[config.mk]
export PLATFORM = sky130hd
export DESIGN_NAME = led_mode_ctrl
export DESIGN_NICKNAME = d
export VERILOG_FILES = /design/src/rtl/led_mode_ctrl.sv
export SDC_FILE = /design/constraint.sdc
export NUM_CORES = 1
export LEC_CHECK = 0
export ABC_AREA = 1
export BUFFER_PORTS_ARGS = -buffer_cell sky130_fd_sc_hd__buf_2
export CAP_MARGIN = 5
export CORE_MARGIN = 2
export CORE_UTILIZATION = 60
export DETAILED_ROUTE_END_ITERATION = 10
export GPL_ROUTABILITY_DRIVEN = 0
export PLACE_DENSITY_LB_ADDON = 0.25
export SETUP_SLACK_MARGIN = 0.2
export SYNTH_ARGS = -nofsm -noshare
export SYNTH_HDL_FRONTEND = slang
export SYNTH_SLANG_ARGS = --single-unit
[constraint.sdc]
create_clock -name sysclk -period 4.4 [get_ports sysclk]
set_input_delay 0.88 -clock sysclk [delete_from_list [all_inputs] [get_ports sysclk]]
set_output_delay 0.88 -clock sysclk [all_outputs]
set_load 0.01 [all_outputs]
[src/rtl/led_mode_ctrl.sv]
// led_mode_ctrl: single-button LED mode selector.
// A raw active-low push-button is synchronized and debounced. Each accepted
// press steps the mode OFF -> ON -> SLOW -> FAST -> BREATHE -> OFF.
// The LED drive for the current mode is generated from a registered datapath.
module led_mode_ctrl #(
   parameter int DB_CYCLES    = 500000,
   parameter int SLOW_HALF    = 25000000,
   parameter int FAST_HALF    = 5000000,
   parameter int PWM_BITS     = 8,
   parameter int BREATHE_STEP = 100000
) (
   input  logic       sysclk,
   input  logic       rst,
   input  logic       sw_i,
   output logic       led_o,
   output logic [2:0] mode_o,
   output logic       press_o
);

   localparam int DB_W     = (DB_CYCLES > 1) ? $clog2(DB_CYCLES) : 1;
   localparam int HALF_MAX = (SLOW_HALF > FAST_HALF) ? SLOW_HALF : FAST_HALF;
   localparam int BLK_W    = (HALF_MAX > 1) ? $clog2(HALF_MAX) : 1;
   localparam int STEP_W   = (BREATHE_STEP > 1) ? $clog2(BREATHE_STEP) : 1;

   localparam logic [DB_W-1:0]     DB_LAST   = DB_W'(DB_CYCLES - 1);
   localparam logic [BLK_W-1:0]    SLOW_LAST = BLK_W'(SLOW_HALF - 1);
   localparam logic [BLK_W-1:0]    FAST_LAST = BLK_W'(FAST_HALF - 1);
   localparam logic [STEP_W-1:0]   STEP_LAST = STEP_W'(BREATHE_STEP - 1);
   localparam logic [PWM_BITS-1:0] DUTY_MAX  = '1;
   localparam logic [PWM_BITS-1:0] DUTY_MAXM = DUTY_MAX - PWM_BITS'(1);
   localparam logic [PWM_BITS-1:0] DUTY_ONE  = PWM_BITS'(1);

   typedef enum logic [2:0] {
      M_OFF     = 3'd0,
      M_ON      = 3'd1,
      M_SLOW    = 3'd2,
      M_FAST    = 3'd3,
      M_BREATHE = 3'd4
   } mode_t;

   // synchronizer / debounce state
   logic                sw_m_q, sw_s_q;
   logic                sw_db_q, sw_db_d;
   logic [DB_W-1:0]     db_cnt_q, db_cnt_d;
   logic                press_q, press_d;

   // mode state
   mode_t               mode_q;
   logic                chg_q;

   // LED datapath state
   logic                led_q, led_d;
   logic [BLK_W-1:0]    blk_q, blk_d;
   logic [STEP_W-1:0]   step_q, step_d;
   logic [PWM_BITS-1:0] pwm_q, pwm_d;
   logic [PWM_BITS-1:0] duty_q, duty_d;
   logic                up_q, up_d;
   logic [BLK_W-1:0]    blk_last;

   // Two-flop synchronizer; idles high so reset never looks like a press.
   always_ff @(posedge sysclk) begin
      if (rst) begin
         sw_m_q <= 1'b1;
         sw_s_q <= 1'b1;
      end else begin
         sw_m_q <= sw_i;
         sw_s_q <= sw_m_q;
      end
   end

   // Debounce: accept a new level only after DB_CYCLES consecutive differing cycles.
   always_comb begin
      sw_db_d  = sw_db_q;
      db_cnt_d = '0;
      if (sw_s_q != sw_db_q) begin
         if (db_cnt_q == DB_LAST) begin
            sw_db_d = sw_s_q;
         end else begin
            db_cnt_d = db_cnt_q + DB_W'(1);
         end
      end
      // press is the accepted 1->0 transition only; release is ignored
      press_d = sw_db_q & ~sw_db_d;
   end

   // Register debounced level, its counter and the press pulse.
   always_ff @(posedge sysclk) begin
      if (rst) begin
         sw_db_q  <= 1'b1;
         db_cnt_q <= '0;
         press_q  <= 1'b0;
      end else begin
         sw_db_q  <= sw_db_d;
         db_cnt_q <= db_cnt_d;
         press_q  <= press_d;
      end
   end

   // Mode FSM: step once per press pulse; illegal codes fall back to OFF.
   // chg_q flags the first cycle in a new mode so the datapath can restart.
   always_ff @(posedge sysclk) begin
      if (rst) begin
         mode_q <= M_OFF;
         chg_q  <= 1'b0;
      end else begin
         chg_q <= 1'b0;
         case (mode_q)
            M_OFF:     if (press_q) begin mode_q <= M_ON;      chg_q <= 1'b1; end
            M_ON:      if (press_q) begin mode_q <= M_SLOW;    chg_q <= 1'b1; end
            M_SLOW:    if (press_q) begin mode_q <= M_FAST;    chg_q <= 1'b1; end
            M_FAST:    if (press_q) begin mode_q <= M_BREATHE; chg_q <= 1'b1; end
            M_BREATHE: if (press_q) begin mode_q <= M_OFF;     chg_q <= 1'b1; end
            default: begin
               mode_q <= M_OFF;
               chg_q  <= 1'b1;
            end
         endcase
      end
   end

   assign blk_last = (mode_q == M_SLOW) ? SLOW_LAST : FAST_LAST;

   // LED datapath: entry value on a mode change, otherwise per-mode behaviour.
   // Idle modes keep every counter parked at zero.
   always_comb begin
      led_d  = 1'b0;
      blk_d  = '0;
      step_d = '0;
      pwm_d  = '0;
      duty_d = '0;
      up_d   = 1'b1;
      if (chg_q) begin
         led_d = (mode_q == M_ON) || (mode_q == M_SLOW) || (mode_q == M_FAST);
      end else begin
         case (mode_q)
            M_ON: led_d = 1'b1;
            M_SLOW, M_FAST: begin
               led_d = led_q;
               if (blk_q == blk_last) begin
                  led_d = ~led_q;
               end else begin
                  blk_d = blk_q + BLK_W'(1);
               end
            end
            M_BREATHE: begin
               pwm_d  = pwm_q + PWM_BITS'(1);
               led_d  = (pwm_q < duty_q);
               duty_d = duty_q;
               up_d   = up_q;
               step_d = step_q + STEP_W'(1);
               if (step_q == STEP_LAST) begin
                  step_d = '0;
                  if (up_q) begin
                     if (duty_q == DUTY_MAX) begin
                        duty_d = DUTY_MAXM;
                        up_d   = 1'b0;
                     end else begin
                        duty_d = duty_q + PWM_BITS'(1);
                        if (duty_q == DUTY_MAXM) up_d = 1'b0;
                     end
                  end else begin
                     if (duty_q == '0) begin
                        duty_d = DUTY_ONE;
                        up_d   = 1'b1;
                     end else begin
                        duty_d = duty_q - PWM_BITS'(1);
                        if (duty_q == DUTY_ONE) up_d = 1'b1;
                     end
                  end
               end
            end
            default: led_d = 1'b0;
         endcase
      end
   end

   // Register the LED datapath.
   always_ff @(posedge sysclk) begin
      if (rst) begin
         led_q  <= 1'b0;
         blk_q  <= '0;
         step_q <= '0;
         pwm_q  <= '0;
         duty_q <= '0;
         up_q   <= 1'b1;
      end else begin
         led_q  <= led_d;
         blk_q  <= blk_d;
         step_q <= step_d;
         pwm_q  <= pwm_d;
         duty_q <= duty_d;
         up_q   <= up_d;
      end
   end

   assign led_o   = led_q;
   assign mode_o  = mode_q;
   assign press_o = press_q;

endmodule

# [Word level (Yosys, flattened, before mapping)]
# Index checks and enable logic that the tools add are counted.
[word_totals] regBits=87 latch_bits=0 mem_bits_rw=0 romBits=0 word_cells=76 memories=0
[classes] add_sub_neg=6 multipliers=0 div_mod_pow=0 magnitude_cmp=1 n_eq_ne=17 shifts=0 mux=22 bitwise_logic=6 n_reduce_logical=11
[op_table] operator="$add 25x1->25 const B" count=1
[op_table] operator="$eq 25x25->1" count=1
[op_table] operator="$mux 25" count=1
[op_table] operator="$mux 8" count=3
[op_table] operator="$add 19x1->19 const B" count=1
[op_table] operator="$eq 19x19->1 const B" count=1
[op_table] operator="$add 17x1->17 const B" count=1
[op_table] operator="$eq 17x17->1 const B" count=1
[op_table] operator="$add 8x1->8 const B" count=2
[op_table] operator="$eq 8x8->1 const B" count=2
[op_table] operator="$mux 3" count=5
[op_table] operator="$pmux 3 s5" count=1
[op_table] operator="$mux 1" count=11
[op_table] operator="$ne 2x2->1 const B" count=5
[op_table] operator="$eq 8x1->1 const B" count=1
[op_table] operator="$logic_not 8->1" count=1
[op_table] operator="$lt 8x8->1" count=1
[op_table] operator="$reduce_or 4->1" count=2
[op_table] operator="$sub 8x1->8 const B" count=1
[op_table] operator="$eq 3x2->1 const B" count=2
[op_table] operator="$reduce_or 3->1" count=2
[op_table] operator="$not 1->1" count=5
[op_table] operator="$reduce_and 5->1" count=1
[op_table] operator="$reduce_or 5->1" count=1
[op_table] operator="other kinds (9)" count=10

# [Depth between registers and ports, before layout]
[logic_depth] depth_word=6 depth_mapped=12 mapped_depth_nobuf=11

# [Worst setup path after synthesis]
# OpenSTA, ideal clock, no wires.
[synth_path] path_type="input -> register" from="input port rst" to="register step_q[14]" arrival_ns=1.577 required_ns=4.330 setup_slack_ns=2.753 path_stages=6 n_path_buf=1 path_cell_list="inv_1 -> nand3_1 -> inv_2 -> nand2_2 -> buf_4 -> a21oi_1"
[synth_via] elab_chain_len=1
[synth_rtl] element="from (decl)" line_no="13" source="input logic rst,"
[synth_rtl] element="$reduce_or 4->1 (no source line)"
[synth_rtl] element="to (signal assigned)" line_no="189" source="step_q <= step_d;"
[synth_rtl] element="to (decl)" line_no="54" source="logic [STEP_W-1:0] step_q, step_d;"
# Every way passes these cells.
# A chain may end at the register's enable or synchronous reset.

# [Worst setup path after layout]
[layout_path] from="input port rst" to="register step_q[12]"
# The elaborated chain is that of the path after synthesis.

==> summary.txt <==
Global routing
  – Met2 GRT Util: 0.389
  – Grt total ovfl: 0
  – Busiest grt layer: met2
  – First-pass GRT wire length: 16.5 mm
  – Met3 Usage GRT: 0.0441
  – Vias in the first global route: between 4,000 and 5,000
  – M1 GR Usage: 0.291
  – Antenna violations before repair: 0
  – Overall Global Routing Usage: 0.230
  – Largest net degree at the start of global routing: 26

Worst setup path
  – Worst Path Required: about 4700 ps
  – CP Class: in -> reg
  – R2R Path End: step_q[12]
  – Startpoint Class: input port
  – Arr. time, crit path: 2310 ps
  – R2R setup slack: 2490 ps
  – CP endpoint: step_q[12]
  – Critical path fanouts, max: 17
  – CP Capture Type: register
  – Setup crit start: rst
  – Register-to-Register Path Depth: 6
  – RR Startpoint: mode_o[2]

Logic synthesis
  – Seq cells post-synth: 87
  – XOR/XNOR share of the synthesized area: 0.0504
  – Mapped Area: between 0.004 and 0.005 mm^2
  – Area leader, netlist: dfxtp_1
  – Largest family of logic cells by synthesized area: simple AND/OR/NAND/NOR gates
  – Post-Synthesis Cells: 701
  – Unique masters post-synth: 37
  – Area fraction in compound gates after synthesis: 0.0739
  – Synth warn: 0
  – Syn Nets: 720
  – Post-synthesis sequential area ratio: 0.358
  – Top cells by area, synth: dfxtp_1 36%, nand2_1 12%, nor2_1 8.4%
  – Yosys top cell area share: 0.358
  – Adder-Cell Fraction of Synth Area: 0.0412
  – Syn_area_per_cell: 6.94 um^2
  – Portion of netlist area occupied by mux cells: 0
  – Simple-Gate Fraction of Synth Area: 0.383

Layout
  – Layout cell share with drive strength beyond 1: 0.104
  – Layout Nets: 730
  – FILL cells: 712
  – Multi-input gate area: 0.00267 mm^2
  – Area growth syn-to-layout: 5.12%
  – Leading cell types in the layout, fill and taps excluded: 150 x nand2_1, 109 x nor2_1, 91 x inv_1, 87 x dfxtp_1, 47 x nand3_1
  – Most common cell after layout, fill and taps aside: nand2_1
  – FF/Latch Area: 0.00174 mm^2
  – Design Area, Final: 0.00511 mm^2

Floorplanning
  – Core area: 0.00781 mm^2
  – Die Y-Extent: 94.0 um
  – I/O pin total: 8
  – Initial Util: 0.623
  – Chip width: 94.0 um
  – Cell Rows: 32
  – Full die area: 0.00884 mm^2

Detailed routing
  – Post-DR vias/cell: 5.24
  – Avg WL per Cell: 11.6 um
  – Routed via count: 4,279
  – DR iter-0 viols: between 150 and 200
  – Routed Antenna Nets: 0
  – WL final: between 9 and 10 mm
  – DRC Markers: 0
  – Pre-Repair DR Iteration Count: 6

Timing
  – Max Clk Rate: 489 MHz
  – # setup viols final: 0
  – Final TNS setup: 0 ps
  – Max Slew Vio Count: 0
  – Final Hold Vio Count: 0
  – RSZ-0062 raised after global routing: false
  – Fin crit share: 0.465
  – Max_slew headroom: 0.654
  – Layout Skew: 12.6 ps
  – Post-layout minimum cycle time: 2050 ps
  – Worst Tran Pin Value: between 500 and 600 ps

Clocking
  – Clock latency at the later pin of the worst-skew pair: ~350 ps
  – Root Buffer: clkbuf_8
  – Clk sink count: 87
  – Worst-path clk slew: approximately 70 ps
  – Post-CTS sizing: 0
  – Setup bufs post-CTS: 0
  – Clk buf depth: 2
  – H-tree depth: 3
  – CTS tree: built
  – Cts-stage hold buffer count: 0
  – CTS buffer count: 9

Pwr
  – Power Dens Cells: approximately 250 mW/mm^2
  – Peak supply drop: around 0.22 mV
  – Power Total: 0.00129 W
  – LEAKAGE: 1.87 nW

Worst hold path
  – Hold Crit Class: reg -> reg

Run
  – Max-cap violations: 0

Outcome
  – Status: finished, final reports clean

Placed design
  – Post-DP HPWL: 7.18 mm
  – Port Buf Inserts: 7
  – Cell area after placement: 0.00494 mm^2
-- worst min path at each step --
stage | slack (ps) | end | startpoint | cells after the start
after detailed placement | 400 | sw_s_q | sw_m_q | 1
after CTS | 420 | sw_s_q | sw_m_q | 1
after floorplan | 390 | sw_s_q | sw_m_q | 1
after global placement | 400 | sw_s_q | sw_m_q | 1
after global routing | 430 | sw_s_q | sw_m_q | 1
final | 410 | sw_s_q | sw_m_q | 1
-- cell type report --
class	instances	share of cell area
clock inverter	1	0.000979
inverter	100	0.0734
sequential	87	0.341
clock buffer	13	0.0311
antenna	1	0.000490
multi-input combinational	506	0.521
tap	102	0.0250
timing repair buffer	7	0.00685
-- report_power, final --
group / internal [W] / switching (W) / total [W]
Sequential: 0.000788 / 0.000000766 / 0.000788
Clock: 0.000230 / 0.000260 / 0.000490
Combinational: 0.00000211 / 0.00000506 / 0.00000717
-- critical path, stage by stage --
cell     delay (ps)
buf_2           150
inv_1           160
nand3_1         370
inv_2           250
nand2_2         240
nor3_1          250
-- routing by layer --
layer  up-vias  wire (um)
met5         -          0
met4         0        108
met3         8        482
met2       110       4420
met1      1908       4490
li1       2253          -
-- per-stage QoR --
step / util / std cells / hold WS, ps / worst slack (ps)
final: 0.655 / 817 / 414 / 2350
after detailed placement: 0.633 / 802 / 398 / 2000
after CTS: 0.654 / 816 / 416 / 2370
after floorplan: - / 701 / 389 / 2750
after global routing: 0.654 / 816 / 426 / 2190
after global placement: 0.633 / 802 / 398 / 2060
-- synthesized netlist by cell type, drive strengths merged --
master,n
nand2,158
nor2,127
inv,100
dfxtp,87
nand3,51
a21oi,40
nor3,25
nand4,20
xor2,20
ha,16
o21ai,16
xnor2,8
buf,7
nor3b,7
or2,6
a211oi,3
nand3b,3
o211ai,3
a31oi,1
clkbuf,1
nor4,1
o2111ai,1
-- cells by family (layout without fill, tap and decap cells) --
kind of cell / after synthesis / count (layout)
AO/OA/AOI/OAI: 64 / 64
XOR/XNOR: 28 / 28
adder cells (fa/ha/maj): 16 / 16
buffers and inverters: 108 / 121
flip-flops: 87 / 87
other: 0 / 1
AND/OR/NAND/NOR: 398 / 398
-- state kept, by name (all words and copies together), names as in the netlist --
signal	flops
blk_q	25
db_cnt_q	19
step_q	17
duty_q	8
pwm_q	8
mode_o	3
chg_q	1
led_o	1
press_o	1
sw_db_q	1
sw_m_q	1
sw_s_q	1
up_q	1
No activity file was read; power rests on OpenSTA's default activity.
